`src/rtl/tv80_bus_model_bus_log_fifo.sv`:
```
// Synchronous trace FIFO; a push while full is only taken if a pop frees a slot.
module bus_log_fifo #(
  parameter int DEPTH = 16,
  parameter int WIDTH = 25
) (
  input  logic                   clk,
  input  logic                   reset,
  input  logic                   i_push,
  input  logic [WIDTH-1:0]       i_data,
  input  logic                   i_pop,
  output logic [WIDTH-1:0]       o_data,
  output logic [$clog2(DEPTH):0] o_count,
  output logic                   o_overflow
);
  localparam int PW = $clog2(DEPTH);

  logic [WIDTH-1:0] r_mem [0:DEPTH-1];
  logic [PW-1:0]    r_wptr;
  logic [PW-1:0]    r_rptr;
  logic [PW:0]      r_count;
  logic             r_overflow;
  logic             w_empty;
  logic             w_full;
  logic             w_pop;
  logic             w_push;

  assign w_empty = (r_count == '0);
  assign w_full  = (r_count == (PW+1)'(DEPTH));
  assign w_pop   = i_pop && !w_empty;
  assign w_push  = i_push && (!w_full || w_pop);

  assign o_data     = r_mem[r_rptr];
  assign o_count    = r_count;
  assign o_overflow = r_overflow;

  // Entry storage; when full with a pop, the new entry lands in the slot being vacated
  always_ff @(posedge clk) begin
    if (w_push) r_mem[r_wptr] <= i_data;
  end

  // Pointers, occupancy and the sticky drop flag
  always_ff @(posedge clk) begin
    if (reset) begin
      r_wptr     <= '0;
      r_rptr     <= '0;
      r_count    <= '0;
      r_overflow <= 1'b0;
    end else begin
      if (w_push) r_wptr <= r_wptr + 1'b1;
      if (w_pop)  r_rptr <= r_rptr + 1'b1;
      if (w_push && !w_pop)      r_count <= r_count + 1'b1;
      else if (w_pop && !w_push) r_count <= r_count - 1'b1;
      if (i_push && w_full && !w_pop) r_overflow <= 1'b1;
    end
  end
endmodule

```
`config.mk`:
```
export PLATFORM = sky130hd
export DESIGN_NAME = bus_log_fifo
export DESIGN_NICKNAME = d
export VERILOG_FILES = /design/src/rtl/tv80_bus_model_bus_log_fifo.sv
export SDC_FILE = /design/constraint.sdc
export NUM_CORES = 1
export LEC_CHECK = 0
export CORE_AREA = 2 2 175 177
export DETAILED_ROUTE_END_ITERATION = 8
export DIE_AREA = 0 0 177 179
export PLACE_DENSITY_LB_ADDON = 0.15
export SLEW_MARGIN = 5
export SYNTH_ARGS = -nofsm -noshare
export SYNTH_HDL_FRONTEND = slang
export SYNTH_SLANG_ARGS = --single-unit
```
`constraint.sdc`:
```
create_clock -name clk -period 3.23 [get_ports clk]
set_input_delay 0.4845 -clock clk [delete_from_list [all_inputs] [get_ports clk]]
set_output_delay 0.4845 -clock clk [all_outputs]
set_load 0.005 [all_outputs]
```
==> summary.md <==
| Metric | Value |
|---|---|
| Htree depth | 2 |
| Reg area | 0.01238 sq mm |
| Critical path type | flip-flop to output pin |
| Layout-stage area growth over the synthesis result | 16.59% |
| Status | complete, no violations |
| Post-route ant nets | 0 |
| DR vias | 7501 |
| Data arrival, critical path | 2.61 ns |
| Worst r2r dst | o_count[4]$_SDFFE_PP0P_ |
| Tot Pwr | 13.63 mW |
| Critical Path End Type | output pin |
| Via density per instance | 6.025 |
| Post-synth EDFFs | 400 |
| TritonCTS clock tree | done |
| Synth Warn # | 0 |
| Detailed Route WL | 32.88 mm |
| Total I/O pin count | 60 |
| Fillers | 2069 |
| Slew Viols, Final | 0 |
| Post-synthesis instance total | 728 |
| Layout Nets | 860 |
| Core ar. | 0.03003 sq mm |
| Syn_nets | 767 |
| Fin util | 61.82% |
| 1st-iter DRT viols | 748 |
| Hold Crit Endpoint | o_overflow$_SDFFE_PP0P_ |
| Sequential-to-total area share from yosys stat | 77.69% |
| Leading area contributor after synthesis | edfxtp_1 |
| Setup TNS | 0 ns |
| DP Cell Count | 1170 |
| Post-Syn Area per Cell | 21.87 sq um |
| Worst R2R Start | o_count[0]$_SDFFE_PP0P_ |
| Rel. slew slack | 24.21% |
| Startpoint type of the worst setup path | flip-flop |
| CTS max path bufs | 3 |
| Area post-placement | 0.01726 sq mm |
| Post-route DRC violation count | 0 |
| Hpwl dp | 17.51 mm |
| Clock sink count | 418 |
| Root buffer cell | clkbuf_16 |
| Clock slew at reported path FFs | 0.06 ns |
| Ant. Diodes | 0 |
| Hold_ws | 0.4716 ns |
| Peak supply drop | 0.5274 mV |
| Final Hold Viols | 0 |
| Gp weighted congestion | 0.8016 |
| Total CTS buffers | 42 |
| Final Worst Setup Slack | 0.1389 ns |
| Multi-input gate area | 0.003480 sq mm |
| Largest net degree at the start of global routing | 65 |
| DR WL/cell | 26.41 microns |
| Leakage Power | 5.842 nW |
| Final critical-path required period | 3.091 ns |
| R2r setup slk | 0.21 ns |
| Min-delay src | o_overflow$_SDFFE_PP0P_ |
| Die area | 0.03168 sq mm |
| Power per cell area | 734.3 mW/mm^2 |
| Num rows | 64 |
| Total Routing Usage GR | 21.63% |
| Hold_buf cts | 0 |
| Dpl ws | 0.02923 ns |
| Post-route insts no fill | 1245 |
| Least-Margin Pin Slew | 1.134 ns |
| Die Y | 179 microns |
| R2R depth | 10 |
| Worst EP required | 2.75 ns |
| Die X | 177 microns |
| Max_cap viols | 0 |
| Cell Area, Synth | 0.01592 sq mm |
| Final worst-path cycle share | 95.70% |
| Yosys top cell area share | 75.43% |
| Worst min path class | flip-flop to flip-flop |
| Drt first pass iters | 5 |
| Skew-Pair Late Insertion Delay | 0.53 ns |
| Netlist cell types | 38 |
| Number of global-route vias before repair | 7969 |
| Worst Skew | 0.01088 ns |
| FF+latch count, synth | 418 |
| Initial antenna violation count | 1 |
| Post-route cell area | 0.01857 sq mm |
| Fmax | 323.5 MHz |
| IO buf count | 59 |
| Synth area leaders | edfxtp_1, mux4_2, a22oi_1 |
| Top FF cell, synth | edfxtp_1 |
| Unrepaired setup endpoints after global routing | false |
| Layout cells sized above 1 | 25.44% |
| Cells on Worst Hold Path | 2 |
| Post-synth ARST share | 0% |
| CP Max Fanout | 28 |
| First-pass GRT wire length | 49.47 mm |
| Congestion Overflow GR | 0 |
| Initial Util | 53.03% |
| Final setup fails | 0 |
[Yosys cell counts, types with 2 or more instances]
library cell,n
buf_6,2
nor2_1,30
nor2b_1,3
a22oi_1,50
mux2i_1,2
buf_1,5
nand2b_1,2
mux4_2,100
inv_1,4
o211ai_1,3
clkbuf_1,21
nand3_1,2
nand3_2,3
xnor2_1,2
a21oi_1,5
nor3_1,4
edfxtp_1,400
dfxtp_1,18
buf_2,12
ha_1,9
nand2_1,28
and3_1,2
xor2_1,6
[where the power goes]
part           total, mW  internal (mW)  switching (mW)
Sequential          6.22           6.11           0.113
Combinational       2.89           1.62            1.27
Clock               4.52           2.62            1.90
[what timing repair did]
item                       4_1_cts  5_1_grt
buffers inserted                 3        0
pin swaps                        0        0
setup endpoints to repair       15        1
resized for setup                1        2
[critical path, stage by stage, from the launching register on]
cell,delay (ns)
dfxtp_4,0.46
buf_16,0.26
mux4_2,0.54
a22oi_1,0.26
nand2_1,0.10
clkdlybuf4s50_1,0.45
[sequential cells by signal, summed over array words and instances, names as in the netlist, named ones only]
name,cells
o_overflow,1
o_count,5
r_wptr,4
r_mem,400
r_rptr,4
[cells by family (layout without fill, tap and decap cells)]
kind of cell | count (synthesis) | count (layout) | synth area share, %
adders and majority gates | 10 | 10 | 0.8329
AOI/OAI and AO/OA | 64 | 64 | 3.088
DFF | 418 | 418 | 77.69
xor gates and xnor gates | 8 | 8 | 0.4400
muxes | 103 | 103 | 14.34
and+or+nand+nor | 81 | 81 | 2.381
buffers and inverters | 44 | 165 | 1.226
[cell type report]
| class | instances | share of cell area [%] |
|---|---|---|
| Clock inverter | 16 | 0.7211 |
| Sequential cell | 418 | 66.68 |
| Clock buffer | 56 | 6.113 |
| Inverter | 4 | 0.08087 |
| Timing Repair Buffer | 89 | 4.994 |
| Multi-Input combinational cell | 266 | 18.74 |
| Tap cell | 396 | 2.669 |
[worst max path at each step]
stage                     startpoint                 endpoint  slack (ns)
after floorplan               i_push    r_mem[0][0]$_DFFE_PP_        0.07
after global placement         i_pop  o_count[4]$_SDFFE_PP0P_        0.17
after detailed placement       i_pop  o_count[4]$_SDFFE_PP0P_        0.03
after CTS                  flip-flop                o_data[5]        0.07
after global routing       flip-flop                o_data[5]        0.02
final                      flip-flop                o_data[5]        0.14
[metal layers]
metal	up-vias	wire (microns)	global-route usage, %
li1	3228	-	-
met1	3962	13630	30.02
met2	260	16390	35.60
met3	51	2247	4.304
met4	0	607	5.682
met5	-	0	0
[cells in the final DEF (no fill, tap or decap), types with 3 or more instances in the layout]
| master | instances |
|---|---|
| dfxtp_1 | 16 |
| mux4_2 | 100 |
| edfxtp_1 | 400 |
| ha_1 | 9 |
| nand2_1 | 28 |
| clkinv_2 | 4 |
| inv_1 | 4 |
| buf_4 | 21 |
| nand3_2 | 3 |
| a22oi_1 | 49 |
| clkbuf_16 | 43 |
| xor2_1 | 6 |
| clkinv_1 | 7 |
| a21oi_1 | 5 |
| clkdlybuf4s50_1 | 59 |
| nor3_2 | 4 |
| o211ai_1 | 3 |
| clkbuf_1 | 12 |
| buf_12 | 7 |
| nor2_1 | 17 |
| nor2_4 | 12 |
Power figures use the tool's default switching activity.
==> edit (config.mk and constraints unchanged) <==
The parameter `WIDTH` goes from 25 to 33.
--- a/src/rtl/tv80_bus_model_bus_log_fifo.sv
+++ b/src/rtl/tv80_bus_model_bus_log_fifo.sv
@@ -2,5 +2,5 @@
 module bus_log_fifo #(
   parameter int DEPTH = 16,
-  parameter int WIDTH = 25
+  parameter int WIDTH = 33
 ) (
   input  logic                   clk,
Interface: changed (resized i_data and o_data); port bits go from 60 to 76. The function was not compared with the original's and may differ.
==> edit against the unedited design <==
Die area is the same. Routed wire length grew 46%. Synthesized cell count grew 27%. Power grew 34%. Cell area grew 31%. Clock power grew 31%. Worst setup slack lost 0.11 ns. Synthesized area grew 30%. Sequential cell count grew 128. Largest power group unchanged.
==> edit: results (changes against the unedited design) <==
** Status
- Outcome :: completed (unchanged)

** Placement
- The cell area after placement is 22,460 sq um (was 17,260 sq um).
- Global placement routability congestion :: 0.7521 (was 0.8016)
- The post-detailed-placement half-perimeter wirelength came to 23,840 microns (was 17,510 microns).
- The cell count after placement is 1,395 (was 1,170).

** Route
- Met1 wire length :: 17,380 microns (was 13,630 microns)
- Detail-routed via count per cell :: 6.901 (was 6.025)
- Top routing layer in use :: met5 (was met4)
- The routed wire length came to 47,910 microns (was 32,880 microns).
- The count of vias placed by the detailed router came to 10.36k (was 7,501).
- Routed wl met2 :: 24,580 microns (was 16,390 microns)
- The amount of wire on met3 after detailed routing was 4227 microns (was 2247 microns).

** CTS
- The latest clock arrival within the worst-skew pair was 0.57 ns (was 0.53 ns).
- Number of buffers added by the clock tree synthesis step :: 52 (was 42)
- Root buffer cell :: clkbuf_16 (unchanged)

** Pwr
- Cell-internal power :: 0.01375 W (was 0.01035 W)
- Standby leakage power :: 7.744 nW (was 5.842 nW)
- Peak VDD IR :: 0.5369 mV (was 0.5274 mV)

** Synthesis
- Avg Inst Size Synth :: 22.42 sq um (was 21.87 sq um)
- Share of synthesized registers carrying an async set or reset :: 0% (unchanged)
- Leading cell types by total area after synthesis :: edfxtp_1, mux4_2, a22oi_1 (unchanged)
- Top cell types by occurrence after synthesis :: edfxtp_1, mux4_2, a22oi_1 (unchanged)
- Number of enable-type register cells in the synthesized netlist :: 528 (was 400)
- The sequential cell area fraction in the yosys report came to 78.28% (was 77.69%).

** GRT
- Pin count of the biggest net entering global routing :: 44 (was 65)
- Via count of the first global-routing pass :: 10.85k (was 7,969)
- Wire length of the first global-routing pass :: 69,620 microns (was 49,470 microns)
- Aggregate global-route resource usage :: 31.37% (was 21.63%)

** Finish
- Fraction of final layout cells with drive strength greater than 1 :: 27.33% (was 25.44%)
- Number of flip-flops under the largest register name :: 528 (was 400)
- The number of nets in the layout was 1,111 (was 860).

** Critical path
- Max Fanout on Critical Path :: 18 (was 28)
- The data arrival time of the critical path came to 2.72 ns (was 2.61 ns).
- The critical path's largest stage delay came to 0.49 ns (was 0.54 ns).

** STA
- The clock skew after layout is 0.02180 ns (was 0.01088 ns).
- Max transition margin :: 54.84% (was 24.21%)
## edit: cell types whose count changed after synthesis, sizes merged
cell / delta
a22oi: +16
buf: +7
clkbuf: +5
edfxtp: +128
mux4: +32
nand2: +8
nand2b: +1
or2b: -1
## edit: per-stage QoR
stage	worst slack, ns	power [W]
floorplan	0.3491	0.01075
global placement	0.2546	0.01192
detailed placement	0.2109	0.01201
CTS	-0.002202	0.01813
global route	-0.02892	0.01883
finish	0.03025	0.01826
## edit: kinds of logic (layout without fill, tap and decap cells)
group / Yosys count / in the layout / synth area share [%]
adders and majority gates: 10 / 10 / 0.6402
buffers and inverters: 56 / 237 / 1.401
and+or+nand+nor: 89 / 89 / 1.897
AOI/OAI and AO/OA: 80 / 80 / 2.947
muxes: 135 / 135 / 14.50
xor gates and xnor gates: 8 / 8 / 0.3382
DFF: 546 / 546 / 78.28
## edit: per-layer routing
layer	track usage (%)	vias to the layer above
li1	-	4179
met1	42.33	5414
met2	51.72	656
met3	6.489	107
met4	11.88	2
met5	0	-
## edit: worst paths after layout
kind         startpoint  slack, ns          to  depth (start not counted)
min          o_overflow       0.52  o_overflow                          2
min reg2reg  o_overflow       0.52  o_overflow                          2
max            register       0.03  o_data[30]                          7
max reg2reg  o_count[0]       0.36  o_count[4]                         10
## edit: critical path, delay by kind of cell, from the launching register on
kind | cells | cell delay (ns)
buffers and inverters | 4 | 0.96
AND/OR/NAND/NOR | 1 | 0.09
multiplexers | 1 | 0.49
flip-flops | 1 | 0.40
AO/OA/AOI/OAI | 1 | 0.20
## edit: repair_timing
item                                    4_1_cts  5_1_grt
endpoints found under the setup margin       18       27
pin swaps                                     0        3
hold buffers                                  0        0
resized for setup                             9       13
buffers inserted                              3        4
cloned                                        2        2
## edit: power groups by stage
stage	clock network (W)	registers [W]	logic, W
CTS	0.00597	0.00811	0.00405
detailed placement	0	0.00825	0.00376
global placement	0	0.00823	0.00368
finish	0.00594	0.00811	0.00420
floorplan	0	0.00818	0.00257
global route	0.00624	0.00812	0.00447
## edit: layout make-up
cell class,count,area (sq um)
clock inverters,21,198.9
flip-flops and latches,546,16220
repair buffers,138,1577
fillers,1356,5644
clock buffers,74,1446
well taps,396,495.5
multi-input cells,322,4429
inverters,4,15.01
